### config.mk
export PLATFORM = sky130hd
export DESIGN_NAME = lc3_mem_initiator
export DESIGN_NICKNAME = d
export VERILOG_FILES = /design/src/rtl/lc3_mem_initiator.sv
export SDC_FILE = /design/constraint.sdc
export NUM_CORES = 1
export LEC_CHECK = 0
export CAP_MARGIN = 0
export CORE_MARGIN = 2
export CORE_UTILIZATION = 44
export DETAILED_ROUTE_END_ITERATION = 10
export PLACE_DENSITY = 0.85
export SLEW_MARGIN = 20
export SYNTH_ARGS = -nofsm -noshare
export SYNTH_HDL_FRONTEND = slang
export SYNTH_SLANG_ARGS = --single-unit
### constraint.sdc
create_clock -name clk -period 3.7 [get_ports clk]
set_input_delay 0.74 -clock clk [delete_from_list [all_inputs] [get_ports clk]]
set_output_delay 0.74 -clock clk [all_outputs]
set_load 0.05 [all_outputs]
### src/rtl/lc3_mem_initiator.sv
// rtl/lc3_mem_initiator.sv - request sequencer driving LC3 MAR/MDR memory strobes
// Accepts one read/write request at a time and returns a one-cycle response pulse.
module lc3_mem_initiator #(
  parameter int MEM_DEPTH = 256,
  parameter int MEM_WAIT  = 0
) (
  input  logic        clk,
  input  logic        reset,
  input  logic        req_valid,
  output logic        req_ready,
  input  logic        req_we,
  input  logic [15:0] req_addr,
  input  logic [15:0] req_wdata,
  output logic        rsp_valid,
  output logic [15:0] rsp_rdata,
  output logic        rsp_err,
  output logic [15:0] bus_out,
  output logic        bus_drive,
  output logic        ldMAR,
  output logic        ldMDR,
  output logic        selMDR,
  output logic        memWE,
  input  logic [15:0] mdrOut
);

  typedef enum logic [2:0] {
    S_IDLE, S_LDMAR, S_WAIT, S_LDMDR, S_WRITE, S_RESP, S_ERR
  } state_t;

  localparam logic [16:0] DEPTH     = 17'(MEM_DEPTH);
  localparam logic [3:0]  WAIT_INIT = 4'((MEM_WAIT > 0) ? (MEM_WAIT - 1) : 0);

  state_t      state, state_nx;
  logic        we_q;
  logic [15:0] addr_q, wdata_q;
  logic [3:0]  cnt, cnt_nx;
  logic        accept;
  logic        addr_err;

  // Full 16-bit unsigned compare; one extra bit lets MEM_DEPTH reach 65536.
  assign addr_err = ({1'b0, req_addr} >= DEPTH);

  always_ff @(posedge clk or posedge reset) begin
    if (reset) begin
      state   <= S_IDLE;
      we_q    <= 1'b0;
      addr_q  <= 16'h0000;
      wdata_q <= 16'h0000;
      cnt     <= 4'd0;
    end else begin
      state <= state_nx;
      cnt   <= cnt_nx;
      if (accept) begin
        we_q    <= req_we;
        addr_q  <= req_addr;
        wdata_q <= req_wdata;
      end
    end
  end

  always_comb begin
    state_nx  = state;
    cnt_nx    = cnt;
    accept    = 1'b0;
    req_ready = 1'b0;
    rsp_valid = 1'b0;
    rsp_rdata = 16'h0000;
    rsp_err   = 1'b0;
    bus_out   = 16'h0000;
    bus_drive = 1'b0;
    ldMAR     = 1'b0;
    ldMDR     = 1'b0;
    selMDR    = 1'b0;
    memWE     = 1'b0;
    case (state)
      S_IDLE: begin
        req_ready = !reset;
        accept    = req_valid && !reset;
        if (accept) state_nx = addr_err ? S_ERR : S_LDMAR;
      end
      S_LDMAR: begin
        bus_out   = addr_q;
        bus_drive = 1'b1;
        ldMAR     = 1'b1;
        if (!we_q && (MEM_WAIT > 0)) begin
          state_nx = S_WAIT;
          cnt_nx   = WAIT_INIT;
        end else begin
          state_nx = S_LDMDR;
        end
      end
      S_WAIT: begin
        if (cnt == 4'd0) state_nx = S_LDMDR;
        else             cnt_nx   = cnt - 4'd1;
      end
      S_LDMDR: begin
        ldMDR = 1'b1;
        if (we_q) begin
          bus_out   = wdata_q;
          bus_drive = 1'b1;
          state_nx  = S_WRITE;
        end else begin
          selMDR   = 1'b1;
          state_nx = S_RESP;
        end
      end
      S_WRITE: begin
        memWE    = 1'b1;
        state_nx = S_RESP;
      end
      S_RESP: begin
        rsp_valid = 1'b1;
        if (!we_q) rsp_rdata = mdrOut;
        state_nx = S_IDLE;
      end
      S_ERR: begin
        rsp_valid = 1'b1;
        rsp_err   = 1'b1;
        state_nx  = S_IDLE;
      end
      default: state_nx = S_IDLE;
    endcase
  end

endmodule
## Word-level counts from Yosys, hierarchy flattened

Cells that the tools add are included.

- Bits in registers: 40
- Input bits: 52
- Output and inout bits: 40
- Logic and storage cells: 43

- $add $sub $neg: 1
- Magnitude comparators: 1
- Equal/unequal tests: 8
- Muxes and demuxes: 20
- Bitwise gates (word level): 1
- Reduce and logical (&&, ||, !) cells: 7

Operators with widths:

| kind | count |
|---|---|
| 16-bit two-way mux | 3 |
| 16-bit case mux with 2 select lines | 1 |
| 16-bit by 9-bit greater-or-equal comparator with 1-bit output, second input constant | 1 |
| 3-bit case mux with 5 select lines | 1 |
| 1-bit two-way mux | 11 |
| 3-bit equality test, second input constant | 3 |
| 3-bit two-way mux | 3 |
| 3-bit by 2-bit equality test with 1-bit output, second input constant | 2 |
| 4-bit logical NOT | 1 |
| 2-bit != test, second input constant | 2 |
| 2-bit AND reduction | 2 |
| 4-bit by 1-bit subtractor with 4-bit output, second input constant | 1 |
| 3-bit by 1-bit equality test with 1-bit output, second input constant | 1 |
| 3-bit logical NOT | 1 |
| 1-bit case mux with 2 select lines | 1 |
| 2-bit OR reduction | 1 |
| 1-bit logical AND | 1 |
| 1-bit logical NOT | 1 |
| 1-bit NOT | 1 |

## Logic depth before layout (Yosys ltp)

Gate-level depths: netlist (run 1).

- Word-level depth: 4
- Mapped depth: 5

## Least setup slack after synthesis (run 1)

OpenSTA, ideal clock, no wires.

- Path type: register to output
- Start: reg state[2]
- End: out bus_out[0]
- Data arrival time: 1.786 ns
- Setup slack: 1.174 ns
- Cell stages (with the launch flop): 6
- Path buffers: 2
- Path through: dfrtp_1 > buf_2 > nand2b_1 > nor2_2 > buf_2 > a22o_1

- Cells in the longest elaborated chain, start to end: 2
- Elaborated cells between the ends (all ways): 3

Ends and longest elaborated chain:

| what | line | source |
|---|---|---|
| start, declared | 33 | `state_t state, state_nx;` |
| start signal, assigned | 51 | `state <= state_nx;` |
| 3-bit by 2-bit equality test with 1-bit output or 3-bit by 1-bit equality test with 1-bit output (tied branches) | 75 | `case (state)` |
| 16-bit case mux with 2 select lines (*) | 75 |  |
| end, declared | 17 | `output logic [15:0] bus_out,` |

Every way passes the cells marked *; elsewhere a longest branch is shown, timed or not.

## Worst setup path in the final report (run 1)

- Start: reg state[1]
- End: out bus_out[1]

Same word-level chain as after synthesis.

==> results of run 1 <==
==> cell type report <==
cell class / instances / share of cell area, %
flip-flops and latches: 40 / 32.9
repair buffers: 95 / 31.0
multi-input cells: 107 / 29.9
clock buffers: 6 / 2.72
well taps: 52 / 2.14
inverters: 7 / 0.865
clock inverters: 2 / 0.453
==> routing by layer <==
metal / up-vias / wire (um)
met5: - / 0
met1: 757 / 1860
li1: 763 / -
met4: 0 / 55
met2: 87 / 2220
met3: 6 / 538
==> cells in the final DEF, fill, tap and decap left out, drive strengths merged, types with 4 or more instances in the layout <==
| master | netlist | final |
|---|---|---|
| a22o | 16 | 16 |
| clkbuf | 1 | 6 |
| inv | 7 | 8 |
| dfrtp | 40 | 40 |
| nor2 | 5 | 5 |
| and2 | 17 | 17 |
| o21ai | 4 | 4 |
| buf | 8 | 4 |
| clkdlybuf4s50 | 0 | 91 |
| mux2 | 33 | 33 |
==> flip-flops by register name, summed over array words and instances (netlist names) <==
register  flops
cnt           4
addr_q       16
state         3
wdata_q      16
we_q          1
==> power groups by stage <==
stage          Combinational, mW  Sequential, mW  Clock [mW]
6_report                    1.20           0.782       0.312
5_1_grt                     1.26           0.811       0.339
4_1_cts                     1.20           0.782       0.316
3_5_place_dp                1.20           0.788           0
3_3_place_gp                1.17           0.785           0
2_1_floorplan              0.900           0.714           0
==> worst max path at each step <==
| stage | cells past startpoint | from | to |
|---|---|---|---|
| floorplan | 5 | state[2] | bus_out[0] |
| global placement | 5 | state[1] | bus_out[15] |
| detailed placement | 5 | state[1] | bus_out[7] |
| CTS | 5 | state[1] | bus_out[7] |
| global route | 5 | state[1] | bus_out[12] |
| finish | 5 | state[1] | bus_out[1] |
==> Yosys cell counts, types with 2 or more instances <==
cell and instances:
a22o_1 16, nand2b_1 3, or3_1 2, inv_1 7, nor3_2 3, mux2_2 33, xor2_1 2, dfrtp_1 40
buf_2 6, a21oi_1 3, nand2_1 3, and2_1 17, nor2_1 4, o21ai_0 4
==> cell families after synthesis <==
logic type      count (synthesis)  synth area share, %
simple gates                   42                 14.2
flops                          40                 50.3
mux                            34                 19.2
compound gates                 27                 10.3
buf+inv                        16                 3.96
xor+xnor                        3                 1.32
fa+ha+maj                       1                0.629
==> critical path, cell delays in order (launching register included) <==
cell and delay, ns:
dfrtp_1 0.53, nand2_1 0.17, nor3_2 0.42, buf_4 0.27, a22o_1 0.15, clkdlybuf4s50_1 0.80
==> flow_summary.json, run 1 <==
{
  "power_density_nw_per_um2": 754,
  "critPathKind": "register to output port",
  "synth.distinct_cells": 34,
  "min-delay-start": "cnt[3]",
  "setup-violations-final": 0,
  "die_area_um2": 5070,
  "p_sw_share_pct": 42.8,
  "clockBufferDepth": 2,
  "yosysTopAreaCellShare_pct": 50.3,
  "io_buffers": 91,
  "worstSetupStartpointType": "register",
  "hold_violations": 0,
  "cts_resized": 0,
  "fin_tns_setup_ns": 0,
  "cp_max_fo": 11,
  "clock.fmax_mhz": 294,
  "initial_core_util_pct": 45.7,
  "ant_nets": 0,
  "fp.dieH_um": 71.2,
  "n_antenna_cell": 0,
  "die_w_um": 71.2,
  "gr-usage-met2_pct": 31.5,
  "tightest_slew_ns": 0.514,
  "synth_area_um2": 1990,
  "hold_path_class": "register to register",
  "synth-async-reset-ratio_pct": 100,
  "overflow": 0,
  "seqPwrFrac_pct": 34.1,
  "synthCells": 163,
  "via_per_inst": 5.22,
  "pwr-share-comb_pct": 52.3,
  "synth-seq-area-share_pct": 50.3,
  "grt_pass1_wl_um": 7660,
  "gp_congestion": 0.735,
  "rows": 24,
  "hold_depth": 1,
  "syn2layout_area_growth_pct": 52.8,
  "syn_nets": 216,
  "cts-buffers-inserted": 5,
  "maxSlewHeadroom_pct": 65.6,
  "drive_above_1_share_pct": 21.0,
  "vias": 1613,
  "min_to": "cnt[3]",
  "skew_ns": 0.00885,
  "fin_crit_sh_pct": 91.8,
  "setup_slack_ns": 0.302,
  "whs_ns": 0.504,
  "ys_warn_count": 0,
  "power.share.clock_pct": 13.6,
  "dp_hpwl_um": 3500,
  "status": "complete, no violations",
  "synth_ff_type": "dfrtp_1",
  "dp_cells": 301,
  "grt_most_used_layer": "met2",
  "drv_slew": 0,
  "num-fill-cells": 326,
  "finalNetCount": 309,
  "dp_slack_ns": 0.637,
  "grtUsageMet1_pct": 23.4,
  "netlist_top_cells_area": "dfrtp_1 (50%), mux2_2 (19%), a22o_1 (7.0%), and2_1 (5.3%), buf_2 (1.5%)",
  "multi_input_area_um2": 908,
  "htreeDepth": 2,
  "critical_path_arrival_ns": 2.66,
  "hold_buffers": 0,
  "power.leakage_nw": 1.29,
  "critPathRequiredTime_ns": 2.96,
  "seq_area_um2": 1000,
  "drt_iter0_markers": 34,
  "synth_edf_count": 0,
  "p_sw_mw": 0.982,
  "ys_ff_latch": 40,
  "p_int_mw": 1.31,
  "antenna_found_initial": 0,
  "reg2reg_setup_slack_ns": 1.78,
  "power_mw": 2.29,
  "clk_latency_ns": 0.30,
  "postCtsSetupRepairBufs": 0,
  "rsz0062_at_grt": "no",
  "min_period_ns": 3.40,
  "final_area_um2": 3040,
  "cp-end-kind": "output port",
  "first_pass_iters": 4,
  "grt_pass1_vias": 1627,
  "syn_area_per_cell_um2": 12.2,
  "drc": 0,
  "wire_per_inst_um": 15.1,
  "clk_pin_slew_ns": 0.08,
  "grt_max_degree": 41,
  "r2r_end": "wdata_q[3]",
  "yosysTopAreaCell": "dfrtp_1",
  "wirelength_um": 4670,
  "global_route.usage.total_pct": 19.3,
  "r2r_start": "state[2]",
  "use_met3_pct": 8.44,
  "layout.cells.non_filler": 309,
  "max_cap_violations": 0,
  "clock-sinks": 40,
  "num_io_pins": 92,
  "core-area_um2": 4350,
  "placed_cell_area_um2": 2940,
  "ff2ff_path_depth": 4,
  "post-route-util_pct": 69.8,
  "cts-root-buf": "clkbuf_8",
  "cts_tree": "built",
  "peakVddDrop_uv": 466
}
Note: power is estimated with default switching activity, not from simulation.
==> run 2: changes to the inputs <==
--- a/config.mk
+++ b/config.mk
@@ -7,9 +7,9 @@
 export LEC_CHECK = 0
 export CAP_MARGIN = 0
 export CORE_MARGIN = 2
-export CORE_UTILIZATION = 44
+export CORE_UTILIZATION = 40
 export DETAILED_ROUTE_END_ITERATION = 10
-export PLACE_DENSITY = 0.85
+export PLACE_DENSITY = 0.78
 export SLEW_MARGIN = 20
 export SYNTH_ARGS = -nofsm -noshare
 export SYNTH_HDL_FRONTEND = slang
==> run 2 against run 1 <==
Clock skew is 0.0074 ns lower. Die area increased by 9.4%. Setup slack improved by 0.21 ns. Fmax rose by 6.7%. Register-to-register slack improved by 0.02 ns. Largest cell class unchanged. Sequential power shrank 1%. First-iteration DRC count rose by 21%. Highest routed layer unchanged. Cell area grew 1.8%. Utilization is 4.7 points lower. Wire length shrank 4.9%.
==> flow_summary.json, run 2 (synthesis gave the netlist of run 1 again) <==
{
  "status": "complete, no violations",
  "cts-root-buf": "clkbuf_8",
  "power_mw": 2.32,
  "cp_slowest_stage_delay_ns": 0.80,
  "critPathRequiredTime_ns": 2.96,
  "hold_violations": 0,
  "worstSetupStartpointType": "register",
  "die_area_um2": 5550,
  "finalNetCount": 310,
  "overflow": 0,
  "hold_buffers": 0,
  "initial_core_util_pct": 41.8,
  "tightest_slew_ns": 0.779,
  "fp.dieH_um": 74.5,
  "clock-sinks": 40,
  "layout_commonest_cell": "clkdlybuf4s50_1",
  "grt_pass1_vias": 1643,
  "fin_crit_sh_pct": 86.1,
  "reg_top3": "addr_q (16), wdata_q (16), cnt (4)",
  "fin_tns_setup_ns": 0,
  "min_period_ns": 3.19,
  "clockBufferDepth": 2,
  "cts_tree": "built",
  "clk_pin_slew_ns": 0.07,
  "clk_latency_ns": 0.29,
  "cp-end-kind": "output port",
  "n_antenna_cell": 0,
  "ant_nets": 0,
  "skew_ns": 0.00144,
  "die_w_um": 74.5,
  "num-fill-cells": 410,
  "postCtsSetupRepairBufs": 0,
  "grt_pass1_wl_um": 7470,
  "io_buffers": 91,
  "antenna_found_initial": 0,
  "via_per_inst": 4.90,
  "power.leakage_nw": 1.30,
  "num_io_pins": 92,
  "first_pass_iters": 4,
  "wirelength_um": 4450,
  "critPathKind": "register to output port",
  "critPathSlowestCell": "clkdlybuf4s50_1",
  "maxSlewHeadroom_pct": 48.0,
  "hold_path_class": "register to register",
  "whs_ns": 0.502,
  "max_cap_violations": 0,
  "dp_hpwl_um": 3440,
  "clock.fmax_mhz": 314,
  "drive_above_1_share_pct": 21.3,
  "gp_congestion": 0.721,
  "critical_path_arrival_ns": 2.45,
  "global_route.usage.total_pct": 17.7,
  "vias": 1594,
  "htreeDepth": 2,
  "grt_max_degree": 21,
  "cts_resized": 0,
  "setup-violations-final": 0,
  "drc": 0,
  "drt_iter0_markers": 41,
  "cp_cell_sequence": "nand2_1, nor3_2, buf_4, a22o_1, clkdlybuf4s50_1",
  "peakVddDrop_uv": 531,
  "core-area_um2": 4750,
  "rows": 25,
  "drv_slew": 0,
  "syn2layout_area_growth_pct": 55.5,
  "mostFrequentLayoutCells": "clkdlybuf4s50_1 (91), dfrtp_1 (40), mux2_2 (33)",
  "cts-buffers-inserted": 5,
  "rsz0062_at_grt": "no",
  "power_density_nw_per_um2": 750,
  "wire_per_inst_um": 13.7,
  "cp_max_fo": 16
}
-- run 2: changes by cell type in the layout (fill, tap and decap cells not counted) --
cell,delta
clkbuf_8,-1
bufinv_16,+1
clkinvlp_4,+1
buf_12,+1
inv_6,-1
-- run 2: per-stage QoR --
stage | setup WS (ns) | util [%] | std cells | cell area (um^2)
2_1_floorplan | 1.17 | - | 163 | 1990
3_3_place_gp | 0.853 | 62.7 | 317 | 2980
3_5_place_dp | 0.809 | 62.7 | 317 | 2980
4_1_cts | 0.517 | 65.0 | 325 | 3090
5_1_grt | 0.367 | 65.0 | 325 | 3090
6_report | 0.515 | 65.0 | 325 | 3090
-- run 2: per-layer routing --
layer / vias up / track usage (%) / share of wire, %
li1: 764 / - / -
met1: 746 / 19.9 / 40
met3: 6 / 8.13 / 13
met2: 78 / 30.2 / 46
met4: 0 / 5.36 / 1.2
met5: - / 0 / 0
-- run 2: critical path, delay by kind of cell (launching register included) --
family / cells / cell delay, ns
flops: 1 / 0.55
compound gates: 1 / 0.19
simple gates: 2 / 0.35
buf+inv: 2 / 1.05
-- run 2: area by class of cell --
type	instances	area (um^2)	share of cell area, %
flip-flops and latches	40	1000	32.4
repair buffers	96	961	31.1
multi-input cells	107	908	29.4
well taps	67	83.8	2.71
clock buffers	5	68.8	2.23
clock inverters	3	42.5	1.38
inverters	7	26.3	0.850
-- run 2: power by group --
group	leakage [nW]	internal, mW	switching [mW]
Clock	0.0541	0.199	0.153
Sequential	0.489	0.636	0.138
Combinational	0.761	0.526	0.667
Total	1.30	1.36	0.958
-- run 2: path summary, 6_finish.rpt --
check                      slack (ns)  depth (start not counted)  startpoint          end
setup / recovery                 0.51                          5    state[1]  bus_out[12]
hold / removal                   0.50                          1      cnt[3]       cnt[3]
setup reg to reg                 1.80                          4    state[2]  wdata_q[15]
hold reg to reg                  0.50                          1      cnt[3]       cnt[3]
max in group asynchronous        2.09                          3       reset   addr_q[12]
min in group asynchronous        0.95                          2       reset         we_q
==> run 3: changes to the inputs <==
--- a/config.mk
+++ b/config.mk
@@ -10,6 +10,7 @@
 export CORE_UTILIZATION = 40
 export DETAILED_ROUTE_END_ITERATION = 10
 export PLACE_DENSITY = 0.78
+export RECOVER_POWER = 100
 export SLEW_MARGIN = 20
 export SYNTH_ARGS = -nofsm -noshare
 export SYNTH_HDL_FRONTEND = slang
==> run 3 against run 2 <==
Via count is 0.31% higher. Setup slack got worse by 0.055 ns. Non-clock buffer count did not move. Highest routed layer unchanged. Wire length decreased by 0.61%. Cell area decreased by 1.0%. Largest cell class unchanged.
==> flow_summary.json, run 3 (synthesis gave the netlist of run 1 again) <==
{
  "rsz0062_at_grt": "no",
  "clockBufferDepth": 2,
  "wire_per_inst_um": 13.6,
  "grt_pass1_wl_um": 7470,
  "power.share.clock_pct": 15.6,
  "fin_crit_sh_pct": 87.6,
  "rows": 25,
  "pwr-share-comb_pct": 50.2,
  "antenna_found_initial": 0,
  "power_density_nw_per_um2": 738,
  "worstSetupStartpointType": "register",
  "skew_ns": 0.00144,
  "cp-end-kind": "output port",
  "die_area_um2": 5550,
  "max_cap_violations": 0,
  "vias": 1599,
  "p_sw_share_pct": 42.0,
  "cp_max_fo": 16,
  "clock.fmax_mhz": 309,
  "clock-sinks": 40,
  "ant_nets": 0,
  "dp_cells": 317,
  "core-area_um2": 4750,
  "min-delay-start": "cnt[3]",
  "clk_pin_slew_ns": 0.08,
  "dp_hpwl_um": 3440,
  "p_int_mw": 1.31,
  "first_pass_iters": 5,
  "die_w_um": 74.5,
  "min_period_ns": 3.24,
  "n_antenna_cell": 0,
  "fin_tns_setup_ns": 0,
  "cts-buffers-inserted": 5,
  "fp.dieH_um": 74.5,
  "r2r_end": "wdata_q[15]",
  "initial_core_util_pct": 41.8,
  "hold_violations": 0,
  "cts_tree": "built",
  "syn2layout_area_growth_pct": 53.9,
  "gp_congestion": 0.721,
  "io_buffers": 91,
  "p_sw_mw": 0.949,
  "seqPwrFrac_pct": 34.2,
  "num_io_pins": 92,
  "critPathRequiredTime_ns": 2.96,
  "ff2ff_path_depth": 4,
  "grt_pass1_vias": 1643,
  "mostFrequentLayoutCells": "clkdlybuf4s50_1 (49), dlygate4sd3_1 (42), dfrtp_1 (40)",
  "status": "complete, no violations",
  "reg_top3": "addr_q (16), wdata_q (16), cnt (4)",
  "overflow": 0,
  "htreeDepth": 2,
  "finalNetCount": 310,
  "clk_latency_ns": 0.29,
  "cts-root-buf": "clkbuf_8",
  "layout.cells.non_filler": 325,
  "wirelength_um": 4420,
  "layout_commonest_cell": "clkdlybuf4s50_1",
  "hold_buffers": 0,
  "min_to": "cnt[3]",
  "grt_max_degree": 21,
  "reg2reg_setup_slack_ns": 1.23,
  "via_per_inst": 4.92,
  "drt_iter0_markers": 44,
  "power.leakage_nw": 1.41,
  "drc": 0,
  "post-route-util_pct": 64.4,
  "postCtsSetupRepairBufs": 0,
  "peakVddDrop_uv": 518,
  "final_area_um2": 3060,
  "r2r_start": "state[2]",
  "setup-violations-final": 0,
  "critPathKind": "register to output port",
  "hold_path_class": "register to register",
  "global_route.usage.total_pct": 17.7,
  "drv_slew": 0,
  "hold_depth": 1,
  "drive_above_1_share_pct": 19.4,
  "critical_path_arrival_ns": 2.50,
  "cts_resized": 0,
  "tightest_slew_ns": 1.02,
  "placed_cell_area_um2": 2980,
  "maxSlewHeadroom_pct": 32.2
}
[run 3: changes by cell type in the layout (fill, tap and decap cells not counted)]
cell,change
clkdlybuf4s50_1,-42
dlygate4sd3_1,+42
buf_12,-1
clkbuf_1,+3
nor3_1,+1
buf_4,-2
or3b_4,-1
nor3_2,-1
or3b_1,+1
[run 3: power by group through the flow]
stage	clock (mW)	combinational, mW	sequential, mW
6_report	0.352	1.13	0.772
5_1_grt	0.385	1.22	0.805
4_1_cts	0.365	1.21	0.773
3_5_place_dp	0	1.20	0.783
3_3_place_gp	0	1.19	0.772
2_1_floorplan	0	0.900	0.714
[run 3: per-layer routing]
metal	part of all wire [%]	track usage, %
met3	13	8.13
met2	46	30.2
met4	1.2	5.36
met5	0	0
met1	39	19.9
[run 3: metrics by stage]
stage	setup slack (ns)	hold WS [ns]	power [mW]
after CTS	0.517	0.508	2.34
after floorplan	1.17	0.465	1.61
after detailed placement	0.809	0.494	1.98
after global routing	0.304	0.515	2.41
after global placement	0.853	0.488	1.96
final	0.460	0.501	2.26
[run 3: area by class of cell]
cell class | count | area (um^2)
multi-input combinational | 107 | 901
inverter | 7 | 26.3
fill | 418 | 1690
clock buffer | 5 | 68.8
tap | 67 | 83.8
sequential | 40 | 1000
timing repair buffer | 96 | 937
clock inverter | 3 | 42.5
[run 3: worst max-delay path: stages (launching register included)]
cell           delay (ns)
dfrtp_1              0.55
nand2_1              0.20
nor3_2               0.14
buf_4                0.25
a22o_1               0.18
dlygate4sd3_1        0.87
[run 3: worst max-delay path by stage]
stage	startpoint	end	slack (ns)	cells after the start
floorplan	state[2]	bus_out[0]	1.17	5
global placement	mdrOut[1]	rsp_rdata[1]	0.85	3
detailed placement	reset	req_ready	0.81	3
CTS	state[1]	bus_out[12]	0.52	5
global route	state[1]	bus_out[12]	0.30	5
finish	state[1]	bus_out[12]	0.46	5
